--- config.mk ---
export PLATFORM = sky130hd
export DESIGN_NAME = uart_tx8
export DESIGN_NICKNAME = d
export VERILOG_FILES = /design/src/rtl/uart_pkg.sv /design/src/rtl/uart_bit_timer.sv /design/src/rtl/uart_tx8.sv
export SDC_FILE = /design/constraint.sdc
export NUM_CORES = 1
export LEC_CHECK = 0
export BUFFER_PORTS_ARGS = -buffer_cell sky130_fd_sc_hd__buf_4
export CAP_MARGIN = 30
export CORE_MARGIN = 4
export CORE_UTILIZATION = 50
export CTS_CLUSTER_DIAMETER = 200
export DETAILED_ROUTE_END_ITERATION = 6
export PLACE_DENSITY = 0.72
export SLEW_MARGIN = 5
export SYNTH_ARGS = -nofsm -noshare
export SYNTH_HDL_FRONTEND = slang
export SYNTH_HIERARCHICAL = 1
export SYNTH_SLANG_ARGS = --single-unit
--- constraint.sdc ---
create_clock -name CP -period 2.4 [get_ports CP]
set_input_delay 0.48 -clock CP [delete_from_list [all_inputs] [get_ports CP]]
set_output_delay 0.48 -clock CP [all_outputs]
set_load 0.01 [all_outputs]
--- src/rtl/uart_pkg.sv ---
// Shared definitions for the uart_tx8 serializer.
// Optional feature macro: UART_TX_PARITY_EN (adds an even-parity bit to every frame).
package uart_pkg;

   localparam int unsigned DATA_BITS = 8;

`ifdef UART_TX_PARITY_EN
   localparam int unsigned FRAME_BITS = DATA_BITS + 3;
`else
   localparam int unsigned FRAME_BITS = DATA_BITS + 2;
`endif

   // Level of TXD between frames (mark)
   localparam logic IDLE_LEVEL = 1'b1;

   typedef enum logic [2:0] {
      StIdle   = 3'd0,
      StStart  = 3'd1,
      StData   = 3'd2,
`ifdef UART_TX_PARITY_EN
      StParity = 3'd3,
`endif
      StStop   = 3'd4
   } state_e;

endpackage

--- src/rtl/uart_bit_timer.sv ---
// Bit-period timer: counts CP cycles 0..CLKS_PER_BIT-1 and flags the last cycle of each bit.
module uart_bit_timer #(
   parameter int unsigned CLKS_PER_BIT = 16
) (
   input  logic CP,
   input  logic MR,
   input  logic CLR,
   output logic TICK
);

   localparam int unsigned CW = (CLKS_PER_BIT > 1) ? $clog2(CLKS_PER_BIT) : 1;
   localparam logic [CW-1:0] LAST = CW'(CLKS_PER_BIT - 1);

   logic [CW-1:0] cnt_q, cnt_d;

   assign TICK = (cnt_q == LAST);

   // Next count: held at zero while cleared, wraps after the last cycle of a bit
   always_comb begin
      cnt_d = cnt_q + 1'b1;
      if (CLR || TICK) begin
         cnt_d = '0;
      end
   end

   // Counter register with synchronous reset
   always_ff @(posedge CP) begin
      if (MR) begin
         cnt_q <= '0;
      end else begin
         cnt_q <= cnt_d;
      end
   end

endmodule

--- src/rtl/uart_tx8.sv ---
// uart_tx8: captures a byte on _LOAD low and sends start, 8 data bits LSB-first,
// optional even parity, and stop on TXD. BUSY/DONE form the reload handshake.
// Optional feature macro: UART_TX_PARITY_EN.
module uart_tx8
   import uart_pkg::*;
#(
   parameter int unsigned CLKS_PER_BIT = 16,
   parameter int unsigned LOG          = 0
) (
   input  logic       CP,
   input  logic       MR,
   input  logic [7:0] D,
   input  logic       _LOAD,
   output logic       TXD,
   output logic       BUSY,
   output logic       DONE
);

   // Parameter sanity; LOG is kept for interface compatibility, tracing lives outside the RTL
   if (CLKS_PER_BIT < 2) begin : g_bad_clks
      $error("uart_tx8: CLKS_PER_BIT must be >= 2");
   end
   if (LOG > 1) begin : g_bad_log
      $error("uart_tx8: LOG must be 0 or 1");
   end

   state_e     state_q, state_d;
   logic [7:0] shift_q, shift_d;
   logic [2:0] idx_q, idx_d;
   logic       txd_q, txd_d;
   logic       busy_q, busy_d;
   logic       done_q, done_d;
   logic       tick;
   logic       bit_clr;
`ifdef UART_TX_PARITY_EN
   logic       par_q, par_d;
`endif

   // Timer sits at zero in IDLE so the start bit gets a full period after accept
   assign bit_clr = (state_q == StIdle);

   uart_bit_timer #(
      .CLKS_PER_BIT(CLKS_PER_BIT)
   ) u_bit_timer (
      .CP  (CP),
      .MR  (MR),
      .CLR (bit_clr),
      .TICK(tick)
   );

   // Next-state logic: accept, bit sequencing, shift and parity accumulation
   always_comb begin
      state_d = state_q;
      shift_d = shift_q;
      idx_d   = idx_q;
      done_d  = 1'b0;
`ifdef UART_TX_PARITY_EN
      par_d   = par_q;
`endif
      unique case (state_q)
         StIdle: begin
            if (!_LOAD) begin
               state_d = StStart;
               shift_d = D;
               idx_d   = '0;
`ifdef UART_TX_PARITY_EN
               par_d   = 1'b0;
`endif
            end
         end
         StStart: begin
            if (tick) begin
               state_d = StData;
            end
         end
         StData: begin
            if (tick) begin
`ifdef UART_TX_PARITY_EN
               par_d   = par_q ^ shift_q[0];
`endif
               shift_d = shift_q >> 1;
               idx_d   = idx_q + 3'd1;
               if (idx_q == 3'(DATA_BITS - 1)) begin
`ifdef UART_TX_PARITY_EN
                  state_d = StParity;
`else
                  state_d = StStop;
`endif
               end
            end
         end
`ifdef UART_TX_PARITY_EN
         StParity: begin
            if (tick) begin
               state_d = StStop;
            end
         end
`endif
         StStop: begin
            if (tick) begin
               state_d = StIdle;
               done_d  = 1'b1;
            end
         end
         default: begin
            state_d = StIdle;
         end
      endcase
   end

   // Output decode from the upcoming state so TXD/BUSY come straight from flops
   always_comb begin
      txd_d  = IDLE_LEVEL;
      busy_d = 1'b1;
      unique case (state_d)
         StIdle:   busy_d = 1'b0;
         StStart:  txd_d  = 1'b0;
         StData:   txd_d  = shift_d[0];
`ifdef UART_TX_PARITY_EN
         StParity: txd_d  = par_d;
`endif
         StStop:   txd_d  = 1'b1;
         default:  busy_d = 1'b0;
      endcase
   end

   // State and output registers; MR aborts any frame without a DONE
   always_ff @(posedge CP) begin
      if (MR) begin
         state_q <= StIdle;
         shift_q <= '0;
         idx_q   <= '0;
         txd_q   <= IDLE_LEVEL;
         busy_q  <= 1'b0;
         done_q  <= 1'b0;
`ifdef UART_TX_PARITY_EN
         par_q   <= 1'b0;
`endif
      end else begin
         state_q <= state_d;
         shift_q <= shift_d;
         idx_q   <= idx_d;
         txd_q   <= txd_d;
         busy_q  <= busy_d;
         done_q  <= done_d;
`ifdef UART_TX_PARITY_EN
         par_q   <= par_d;
`endif
      end
   end

   assign TXD  = txd_q;
   assign BUSY = busy_q;
   assign DONE = done_q;

endmodule
==> results summary, run 1 <==
The critical path is of the reg2reg type. The cell count after synthesis came out at 101. Counting I/O delays and the setup requirement, the final critical path takes between 1500 and 2000 ps. Global routing consumed, on the met1 layer, a little over a fifth of the routing resources. The number of DRC markers in iteration 0 is 18.

Counting cells, the worst reg-to-reg path comes to 6. The number of vias per cell came out at slightly below 6. The die area came out at approximately 2900 µm². The final setup violation count is 0. The ratio of cells with drive above 1 in the final layout came out at 30.63%. TritonCTS built the clock tree.

Counting along the longest clock path gives a buffer depth of 2. The count of buffer and inverter cells on the critical path is 1. The number of synthesized flops with an enable pin is 0. The leakage dissipation is 0.4335 nW. The final max-slew violation count came to 0. The number of gates resized after CTS is 0. The hold buffer count at cts is 0.

The final cycle utilization of the critical path came out at roughly 73%. The worst pin sits at a relative slew slack of 63.90%. The number of setup buffers added after CTS is 0. The detail-routed net length per standard cell is 13.74 µm.

The sequential element share of the synthesized area came out at 40.63%. The insertion delay to the later sink of the worst-skew pair came out at 300 ps. Setup repair after global routing left no endpoint under its margin. The post-synthesis register bit count came out at 21. By area the synthesized netlist is led by dfxtp_1 (41%), nand3_2 (9.7%), a21oi_1 (4.8%). The die height is 53.49 µm.

The final wirelength is about 1.9 mm. The initial utilization of the core area, before any placement, comes to between 50% and 60%. Walking the worst path, the cells encountered are ha_1, nand3_1, inv_1, and4bb_1, a22oi_1, a21oi_1.

The clock net in this run drives a total of 21 sinks. The register area is about 420 µm². The largest single stage delay on the critical path is 450 ps. The setup slack of the worst register-to-register path is roughly 650 ps. The top cell type's share of synthesized area is between 40% and 50%. The row count is 16. The floorplan step defined a core boundary enclosing approximately 2000 µm². Yosys printed 6 warnings. The type of origin of the critical path is a flop. The synthesis-to-finish area growth is 10.04%.

At the end of routability-driven placement, the weighted congestion stood at 0.7132. The final layout net count is around 130. Across the VDD grid, the largest voltage drop is 0.3745 mV. The count of inserted antenna diode cells came out at 0. The post-synthesis cell type with the largest combined area is dfxtp_1. The multi-input combinational cell area is around 550 µm². The path with the worst hold slack has its endpoint at shift_q[7].

The largest fanout of any net on the critical path is 10. In the synthesized netlist the dominant register cell turns out to be dfxtp_1. Max-cap violations in this run came to 0. The placed wire-length estimate came out at approximately 1.3 mm. The startpoint identified for the worst hold timing path is D[7]. The path class of the tightest hold or removal check is in2reg. The final worst clock skew is between 7 and 8 ps. Across every metal layer, demand over resource in global routing totals roughly 16%. The critical register-to-register path endpoint is shift_q[5]. The total of fill cells in the finished design is ~190. Global routing consumed, on the met3 layer, about 5.1% of the routing resources.

Grouping stages by cell kind, the critical path spends the most delay in simple AND/OR/NAND/NOR gates. The final-layout setup total negative slack is 0 ps. Entering global routing, the biggest net connects 18 pins. The number of buffers created by CTS is 3. The count of unique library cells instantiated by Yosys is 42. The power per unit of standard cell area came out at 526.7 nW/µm².

The global-route wire length before repair came out at 3.243 mm. The final global-route overflow total came out at 0. The global routing met2 resource utilization is between 20% and 30%. STA classifies the critical path endpoint as a flop.

The number of search-and-repair iterations in the first detailed-routing pass is 4. The total vias in the final route is between 800 and 900. The CTS H-tree depth is 1.

Overall power consumption after layout is estimated at about 0.6 mW. The data required time of the worst path is around 2600 ps. The cell area after synthesis came out at 1035 µm². The remaining antenna violation count after routing is 0. The initial antenna violation count is 0. 14 I/O pins were placed. The synthesized area per cell came out at about 10 µm².

The tree is rooted in a clkbuf_4. The number of buffers added on ports is 13. The run finished with clean final reports. The via count of the first global-routing pass came out at 713. The data arrival at the endpoint of the critical path is 1980 ps.

The DRC violations left came out at 0. In this run the critical register-to-register path is launched from u_bit_timer/cnt_q[0]. Of all flip-flops after synthesis, the portion carrying an async set or reset was 0%. The number of nets in the synthesized netlist came out at about 120. The width of the die is 53.49 µm. The number of cells on the worst hold path is 3. After global routing, the most crowded layer is met2.

At the pin with the least slew margin, the transition time is about 540 ps. The number of endpoints with negative hold slack in the final report came to 0. Clock-pin slew was measured on the worst setup and hold paths at about 110 ps. Based on the critical path, the design can be clocked at up to about 570 MHz. For this design, the slowest cell found on the critical path is and4bb_1.
[worst reg2reg max path: stages (launching register included)]
cell and delay (ps):
dfxtp_1 370, ha_1 190, nand3_1 130, inv_1 240, and4bb_1 450, a22oi_1 140
a21oi_1 160
[power by group]
part           internal (mW)  leakage [nW]  total, mW  switching (mW)
combinational         0.0302         0.244     0.0602          0.0300
sequential             0.362         0.172      0.374          0.0123
clock                 0.0622        0.0177      0.166           0.103
total                  0.454         0.434      0.600           0.146
[state kept, by name, indices dropped and copies added, names as in the netlist]
name,cells
shift_q,8
TXD,1
u_bit_timer/cnt_q,4
BUSY,1
state_q,3
DONE,1
idx_q,3
[layout make-up]
class                      count  share of cell area (%)
sequential                    21                   36.92
multi-input combinational     71                   48.13
tap                           27                   2.967
clock inverter                 1                  0.4396
inverter                       1                  0.3297
clock buffer                   3                   1.978
timing repair buffer          14                   9.231
[through the flow]
| stage | utilization [%] | std cells | cell area (µm²) | hold slack (ps) | setup slack [ps] |
|---|---|---|---|---|---|
| 3_3_place_gp | 56.63 | 134 | 1111 | 428.1 | 726.7 |
| 2_1_floorplan | - | 101 | 1035 | 417.6 | 798.4 |
| 5_1_grt | 58.04 | 138 | 1139 | 411.5 | 458.9 |
| 6_report | 58.04 | 138 | 1139 | 433.3 | 651.9 |
| 4_1_cts | 58.04 | 138 | 1139 | 426.9 | 667.9 |
| 3_5_place_dp | 56.63 | 134 | 1111 | 436.1 | 702.8 |
[cells in the mapped netlist (all sizes together), types with 2 or more instances]
library cell and instances:
a21oi 11, nand2 4, nor4 3, nor3 2, o211ai 2, dfxtp 21, nand2b 3, nor2 4
ha 3, buf 7, nand3 12, a22oi 6
[cell families after synthesis]
group                    synth area share, %
AND/OR/NAND/NOR                        28.54
adder cells (fa/ha/maj)                3.628
flip-flops                             40.63
multiplexers                          0.9674
XOR/XNOR                               1.693
buffers and inverters                  6.407
AO/OA/AOI/OAI                          18.14
[worst max path at each step]
stage,to,slack (ps),start,cells past startpoint
6_report,shift_q[5],650,u_bit_timer/cnt_q[0],6
5_1_grt,shift_q[5],460,u_bit_timer/cnt_q[0],6
4_1_cts,shift_q[5],670,u_bit_timer/cnt_q[0],6
3_5_place_dp,shift_q[2],700,u_bit_timer/cnt_q[0],6
3_3_place_gp,shift_q[1],730,_LOAD,4
2_1_floorplan,TXD,800,u_bit_timer/cnt_q[0],8
[layer usage]
layer | routed length (µm) | vias to the layer above
met1 | 890 | 393
li1 | - | 392
met2 | 911 | 16
met3 | 80 | 2
met4 | 14 | 0
met5 | 0 | -
[placed cells by master (no fill, tap or decap), types with 2 or more instances in the layout]
cell type	synthesis	layout
nand3_1	2	2
buf_4	2	14
ha_1	3	3
a22oi_1	6	6
nor4_1	2	2
a21oi_1	10	10
nand2b_1	3	3
nand2_1	4	4
dfxtp_1	21	21
nor2_1	3	3
clkbuf_4	0	3
nand3_2	10	10
o211ai_1	2	2
No activity file was read; power rests on OpenSTA's default activity.
==> run 2, diff against run 1 <==
Clock period 2.4 ns to 1.65 ns, I/O delays scaled along.
==> run 2 against run 1 <==
Clock-buffer cell count is the same. Final cell count grew 5.8%. Clock power grew 51%. Global-route usage grew 1.2 points. Critical path depth grew 1. Largest cell class unchanged. Largest power group unchanged.
==> results summary, run 2 (synthesis gave the netlist of run 1 again) <==
The utilization after layout is 61.54% (+3.5 points). The number of endpoints with negative hold slack in the final report came out at 0 (unchanged). The hold buffer count at cts came out at 0 (unchanged).

The ratio of cells with drive above 1 in the final layout came out at 37.82% (+7.2 points). The worst setup path is launched from a flop. The final global-route overflow total is 0 (unchanged). The initial antenna violation count is 0 (unchanged). The data arrival at the endpoint of the critical path was 1780 ps (-200 ps). The global-route wire length before repair is 3.408 mm (+5.1%).

The number of buffers added on ports was 13 (unchanged). The number of search-and-repair iterations in the first detailed-routing pass is 4 (unchanged). The I/O pin total came to 14 (unchanged). The top cell types in the final layout, fill and taps aside, are buf_4 (22), dfxtp_1 (21), nand3_2 (11), a21oi_1 (10), a22oi_1 (6). The count of inserted antenna diode cells came to 0 (unchanged). The final RePlAce weighted congestion is 0.7478 (+4.9%). The startpoint of the lowest-slack register-to-register path is u_bit_timer/cnt_q[0]. In this run the worst hold path is classified as in2reg. The total number of clock tree sinks is 21 (unchanged). The number of cells on the worst reg-to-reg path came out at 7 (+1). The die height is 53.49 µm (unchanged).

The category of the critical setup timing path is reg2reg. The row count came out at 16 (unchanged). The power per unit of standard cell area was 738.0 nW/µm² (+40%). The final critical-path required period is 1571 ps (-177.3 ps). The register name with the most flops is shift_q. In the final layout, the registers with the most flip-flops are shift_q (8), u_bit_timer/cnt_q (4). The endpoint class of the critical path is a flop. The pin count of the biggest net entering global routing was 18 (unchanged). The placed wire-length estimate came out at 1.446 mm (+9.5%). The count of maximum capacitance violations is 0 (unchanged). The final layout net count is 134 (+6.3%). The final cycle utilization of the critical path is 95.20% (+22 points). The number of vias per cell came out at 5.562 (-4.4%). The CTS H-tree depth came out at 1 (unchanged). The most frequent standard cell in the layout excluding fill and tap cells is buf_4. The path with the worst hold slack has its endpoint at shift_q[7].

The number of cells on the worst hold path came to 3 (unchanged). The DRC violations left is 0 (unchanged). The number of flip-flops in the largest register was 8 (unchanged).

The maximum clock frequency came out at 636.6 MHz (+11%). The worst hold path begins at D[7]. The final-layout setup total negative slack is 0 ps (unchanged). The number of buffers created by CTS is 3 (unchanged). The final max-slew violation count is 0 (unchanged). The core area is 1962 µm² (unchanged). The final worst-path setup slack is 79.24 ps (-572.7 ps). The clock transition at the register clock pins on the worst setup and hold paths after CTS is 120 ps (about the same).

The clock tree root buffer cell is clkbuf_4. The maximum vdd drop came to 0.6804 mV (+82%). The total vias in the final route is 812 (+1.1%). The final setup violation count came out at 0 (unchanged). The maximum root-to-sink buffer count came out at 2 (unchanged). The setup slack of the worst register-to-register path came out at 80 ps (-570 ps). The detail-routed net length per standard cell came out at 13.69 µm (-0.34%). The final wirelength is 1.999 mm (+5.4%). The power consumption is 0.8911 mW (+49%). The width of the die is 53.49 µm (unchanged). The data required time of the worst path came to 1860 ps (-780 ps).

The largest fanout of any net on the critical path is 8 (-2). The flow ran to the end, and the final reports show no timing, DRC or antenna violations. Setup repair after global routing left no endpoint under its margin.

The CTS tree is yes. The remaining antenna violation count after routing came out at 0 (unchanged). The normalized max-slew margin is 64.71% (+0.81 points). The synthesis-to-finish area growth is 16.69%. The pre-CTS setup slack came out at -82.04 ps (-784.8 ps). The worst-margin pin slew was 525.5 ps (-16.07 ps). The overall fraction of global-route tracks in use came to 16.89% (+1.2 points). The final worst clock skew came out at 9.690 ps (+1.845 ps).

The effective utilization at floorplan is 52.74% (unchanged). The die area is 2861 µm² (unchanged). The leakage dissipation is 0.4707 nW (+8.6%). The number of DRC markers in iteration 0 came to 12 (-6). The critical register-to-register path endpoint is BUSY. The via count of the first global-routing pass came out at 751 (+5.3%). The insertion delay to the later sink of the worst-skew pair is 310 ps (about the same).
run 2: cell types whose count changed in the layout (fill, tap and decap cells not counted):
cell / before / now
and4bb_1: 1 / 0
inv_1: 1 / 0
buf_4: 14 / 22
inv_2: 0 / 1
nand3_2: 10 / 11
and4bb_4: 0 / 1
nand3_1: 2 / 1
run 2: repair_timing:
item / 4_1_cts / 5_1_grt
setup buffers: 0 / 2
hold endpoints to repair: 0 / 0
resized for setup: 3 / 1
setup endpoints to repair: 9 / 4
pin swaps: 0 / 1
run 2: power breakdown:
part           switching [mW]  total, mW  internal (mW)  leakage, nW
sequential             0.0153      0.541          0.526        0.172
clock                   0.161      0.251         0.0906       0.0177
combinational          0.0485     0.0983         0.0498        0.281
run 2: worst max path at each step:
stage / start / to / slack [ps] / cells after the start
final: u_bit_timer/cnt_q[0] / BUSY / 80 / 7
after global routing: u_bit_timer/cnt_q[0] / shift_q[5] / 9 / 6
after floorplan: u_bit_timer/cnt_q[0] / TXD / 50 / 8
after global placement: u_bit_timer/cnt_q[0] / shift_q[1] / 60 / 6
after detailed placement: u_bit_timer/cnt_q[0] / shift_q[6] / -80 / 6
after CTS: u_bit_timer/cnt_q[0] / BUSY / 40 / 7
run 2: worst max-delay path, stage by stage, from the launching register on:
cell     delay (ps)
dfxtp_1         370
ha_1            220
nand3_2         120
inv_2           130
buf_4           130
nand2_1          60
and4b_1         220
a211o_1         230
run 2: per-stage QoR:
step	std cells	cell area [µm²]	hold WS [ps]
6_report	146	1207	260.5
5_1_grt	146	1207	273.9
4_1_cts	144	1187	258.8
3_5_place_dp	140	1156	462.9
3_3_place_gp	140	1156	454.1
2_1_floorplan	101	1035	400.8
run 2: layout make-up:
cell class                      instances  area (µm²)
Fill cell                             184       754.5
Tap cell                               27       33.78
Clock inverter                          1       5.005
Sequential cell                        21       420.4
Inverter                                1       3.754
Timing Repair Buffer                   22       165.2
Clock buffer                            3       22.52
Multi-Input combinational cell         71       556.8
run 2: metal layers:
metal	routed length (µm)	GRT usage (%)	up-vias	part of all wire, %
met5	0	0	-	0
met4	28	6.383	0	1.4
met3	65	5.915	4	3.3
met2	962	25.51	11	48
met1	942	21.73	386	47
li1	-	-	411	-
==> run 3, diff against run 2 <==
Clock period 1.65 ns to 1.45 ns, I/O delays scaled along.
==> run 3 against run 2 <==
Combinational power up 30%. Design area up 9.3%. Core utilization up 5.7 points.
==> results summary, run 3 (synthesis gave the netlist of run 1 again) <==
The width of the die came to 53.49 µm (unchanged). The worst hold endpoint is shift_q[7]. In the final layout, the registers with the most flip-flops are shift_q (8), u_bit_timer/cnt_q (4). The number of flip-flops in the largest register is 8 (unchanged). The worst register-to-register path ends at BUSY. The final RePlAce weighted congestion is 0.7222 (-3.4%). The switching share of power was 25.15% (-0.064 points). The placed wire-length estimate came out at 1.558 mm (+7.8%). The CTS tree is yes. The final max-slew violation count came out at 0 (unchanged). The number of search-and-repair iterations in the first detailed-routing pass is 4 (unchanged). The largest fanout of any net on the critical path came out at 6 (-2). The setup slack of the worst register-to-register path came out at 9 ps (-70 ps). CTS placed an instance of clkbuf_4 at the clock tree root. The maximum vdd drop came out at 0.5595 mV (-18%).

Leaving out fill and tap cells, the most frequent cell in the layout is buf_4. Setup repair after global routing could not meet its margin everywhere. The maximum clock frequency came out at 693.7 MHz (+9.0%). The register name with the most flops is shift_q. The via count of the first global-routing pass was 776 (+3.3%). The leakage dissipation is 0.5099 nW (+8.3%). The ratio of cells with drive above 1 in the final layout was 48.00% (+10 points). The number of cells on the worst hold path came out at 3 (unchanged). The DRC violations left is 0 (unchanged).

The data arrival at the endpoint of the critical path is 1690 ps (-90 ps). The power per unit of standard cell area came out at 775.8 nW/µm² (+5.1%). The net switching power came out at 0.2575 mW (+15%). The number of buffers added on ports is 13 (unchanged). The initial antenna violation count came out at 0 (unchanged). Leaving out fill and tap cells, the most frequent cells in the layout are buf_4 (25), dfxtp_1 (17), nand3_2 (10), a21oi_1 (9), a22oi_1 (6). The type of origin of the critical path is a flop. The row count is 16 (unchanged). The final layout net count came out at 140 (+4.5%).

The final wirelength is 2.188 mm (+9.5%). The number of vias per cell came out at 5.520 (-0.75%). The total number of clock tree sinks came out at 21 (unchanged). The clock transition at the register clock pins on the worst setup and hold paths after CTS is 120 ps (about the same). The core area came out at 1962 µm² (unchanged). The hold buffer count at cts was 0 (unchanged). The sequential cell fraction of total power came out at 59.9% (-0.8 points). The worst register-to-register path begins at u_bit_timer/cnt_q[0]. The count of maximum capacitance violations was 0 (unchanged). The startpoint identified for the worst hold timing path is D[7]. The maximum root-to-sink buffer count came out at 2 (unchanged). The number of DRC markers in iteration 0 came out at 20 (+8). The pin count of the biggest net entering global routing is 18 (unchanged). The normalized max-slew margin is 77.24% (+13 points).

The detail-routed net length per standard cell is 14.39 µm (+5.1%). The count of inserted antenna diode cells is 0 (unchanged). The data required time of the worst path came to 1700 ps (-160 ps).

The number of cells on the worst reg-to-reg path came out at 6 (-1). Relative to the synthesized area, the layout overhead comes to 27.57%. The final critical-path required period is 1441 ps (-129.3 ps). The final setup violation count was 0 (unchanged). The remaining antenna violation count after routing was 0 (unchanged).

The final global-route overflow total is 0 (unchanged). The die area was 2861 µm² (unchanged). The run finished with clean final reports. The final worst clock skew is 7.548 ps (-2.142 ps). The CTS H-tree depth came to 1 (unchanged). The worst-margin pin slew is 338.8 ps (-186.7 ps). The final cycle utilization of the critical path is 99.41% (+4.2 points). The effective utilization at floorplan came to 52.74% (unchanged). The number of endpoints with negative hold slack in the final report came out at 0 (unchanged). The category of the critical setup timing path is reg2reg. The utilization after layout came out at 67.28% (+5.7 points). The tightest min-delay check is of the in2reg type.

Tracing the worst setup path back leads to its startpoint at u_bit_timer/cnt_q[0]. The hold slack came to 214.6 ps (-45.93 ps). The global-route wire length before repair came to 3.567 mm (+4.7%).

The number of buffers created by CTS is 3 (unchanged). The relative contribution of the clock network to total power was 27.6% (-0.6 points). The overall fraction of global-route tracks in use came to 17.27% (+0.38 points). The die height is 53.49 µm (unchanged). The combinational power share came out at 12.5% (+1.5 points). The insertion delay to the later sink of the worst-skew pair came out at 310 ps (about the same).

The internal cell power came out at 0.7665 mW (+15%). The worst setup path is captured at a flop. The I/O pin total is 14 (unchanged). The total vias in the final route is 839 (+3.3%).
run 3: changes by cell type in the layout (fill, tap and decap cells not counted), moves of 3 or more:
cell	change
buf_4	+3
buf_6	+3
dfxtp_1	-4
dfxtp_2	+3
run 3: layout make-up:
class	instances	area [µm²]
Tap cell	27	33.78
Fill cell	177	641.9
Inverter	1	6.256
Clock inverter	1	5.005
Clock buffer	3	22.52
Sequential cell	21	427.9
Multi-Input combinational cell	71	603.1
Timing Repair Buffer	28	221.5
run 3: worst max path at each step:
stage                            end  slack, ps
after detailed placement  shift_q[3]        -70
after global placement           TXD         30
after global routing            BUSY        -70
after CTS                       BUSY          4
after floorplan                  TXD        -20
final                           BUSY          9
run 3: critical path, stage by stage, from the launching register on:
cell and delay, ps:
dfxtp_4 370, ha_4 160, nand3_4 70, inv_4 50
or3b_1 360, a211oi_2 240, a211o_1 140
run 3: metrics by stage:
step           setup slack, ps  total power, mW  instances  setup TNS [ps]  instance area, µm²
2_1_floorplan           -19.64           0.6944        101          -32.34                1067
3_3_place_gp             32.55           0.7469        143               0                1199
3_5_place_dp            -73.26           0.7502        143          -167.6                1199
4_1_cts                  3.659            1.030        148               0                1244
5_1_grt                 -72.62            1.077        152          -80.05                1320
6_report                 8.546            1.024        152               0                1320
run 3: power by group through the flow:
stage | combinational (mW) | sequential, mW | clock [mW]
after floorplan | 0.0682 | 0.626 | 0
after global placement | 0.120 | 0.627 | 0
after detailed placement | 0.123 | 0.627 | 0
after CTS | 0.124 | 0.614 | 0.293
after global routing | 0.141 | 0.616 | 0.320
final | 0.128 | 0.613 | 0.283
run 3: layer usage:
layer  global-route usage (%)  vias up  wire length [µm]
met2                    26.53        7              1104
met3                    3.380        2                51
met1                    23.48      408              1024
li1                         -      422                 -
met4                    6.383        0                 7
met5                        0        -                 0
run 3: repair_timing:
| action | CTS | global route |
|---|---|---|
| buffers inserted | 1 | 3 |
| gates resized for setup | 3 | 13 |
| pin swaps | 0 | 1 |
| endpoints found under the setup margin | 8 | 14 |
| cloned | 0 | 1 |
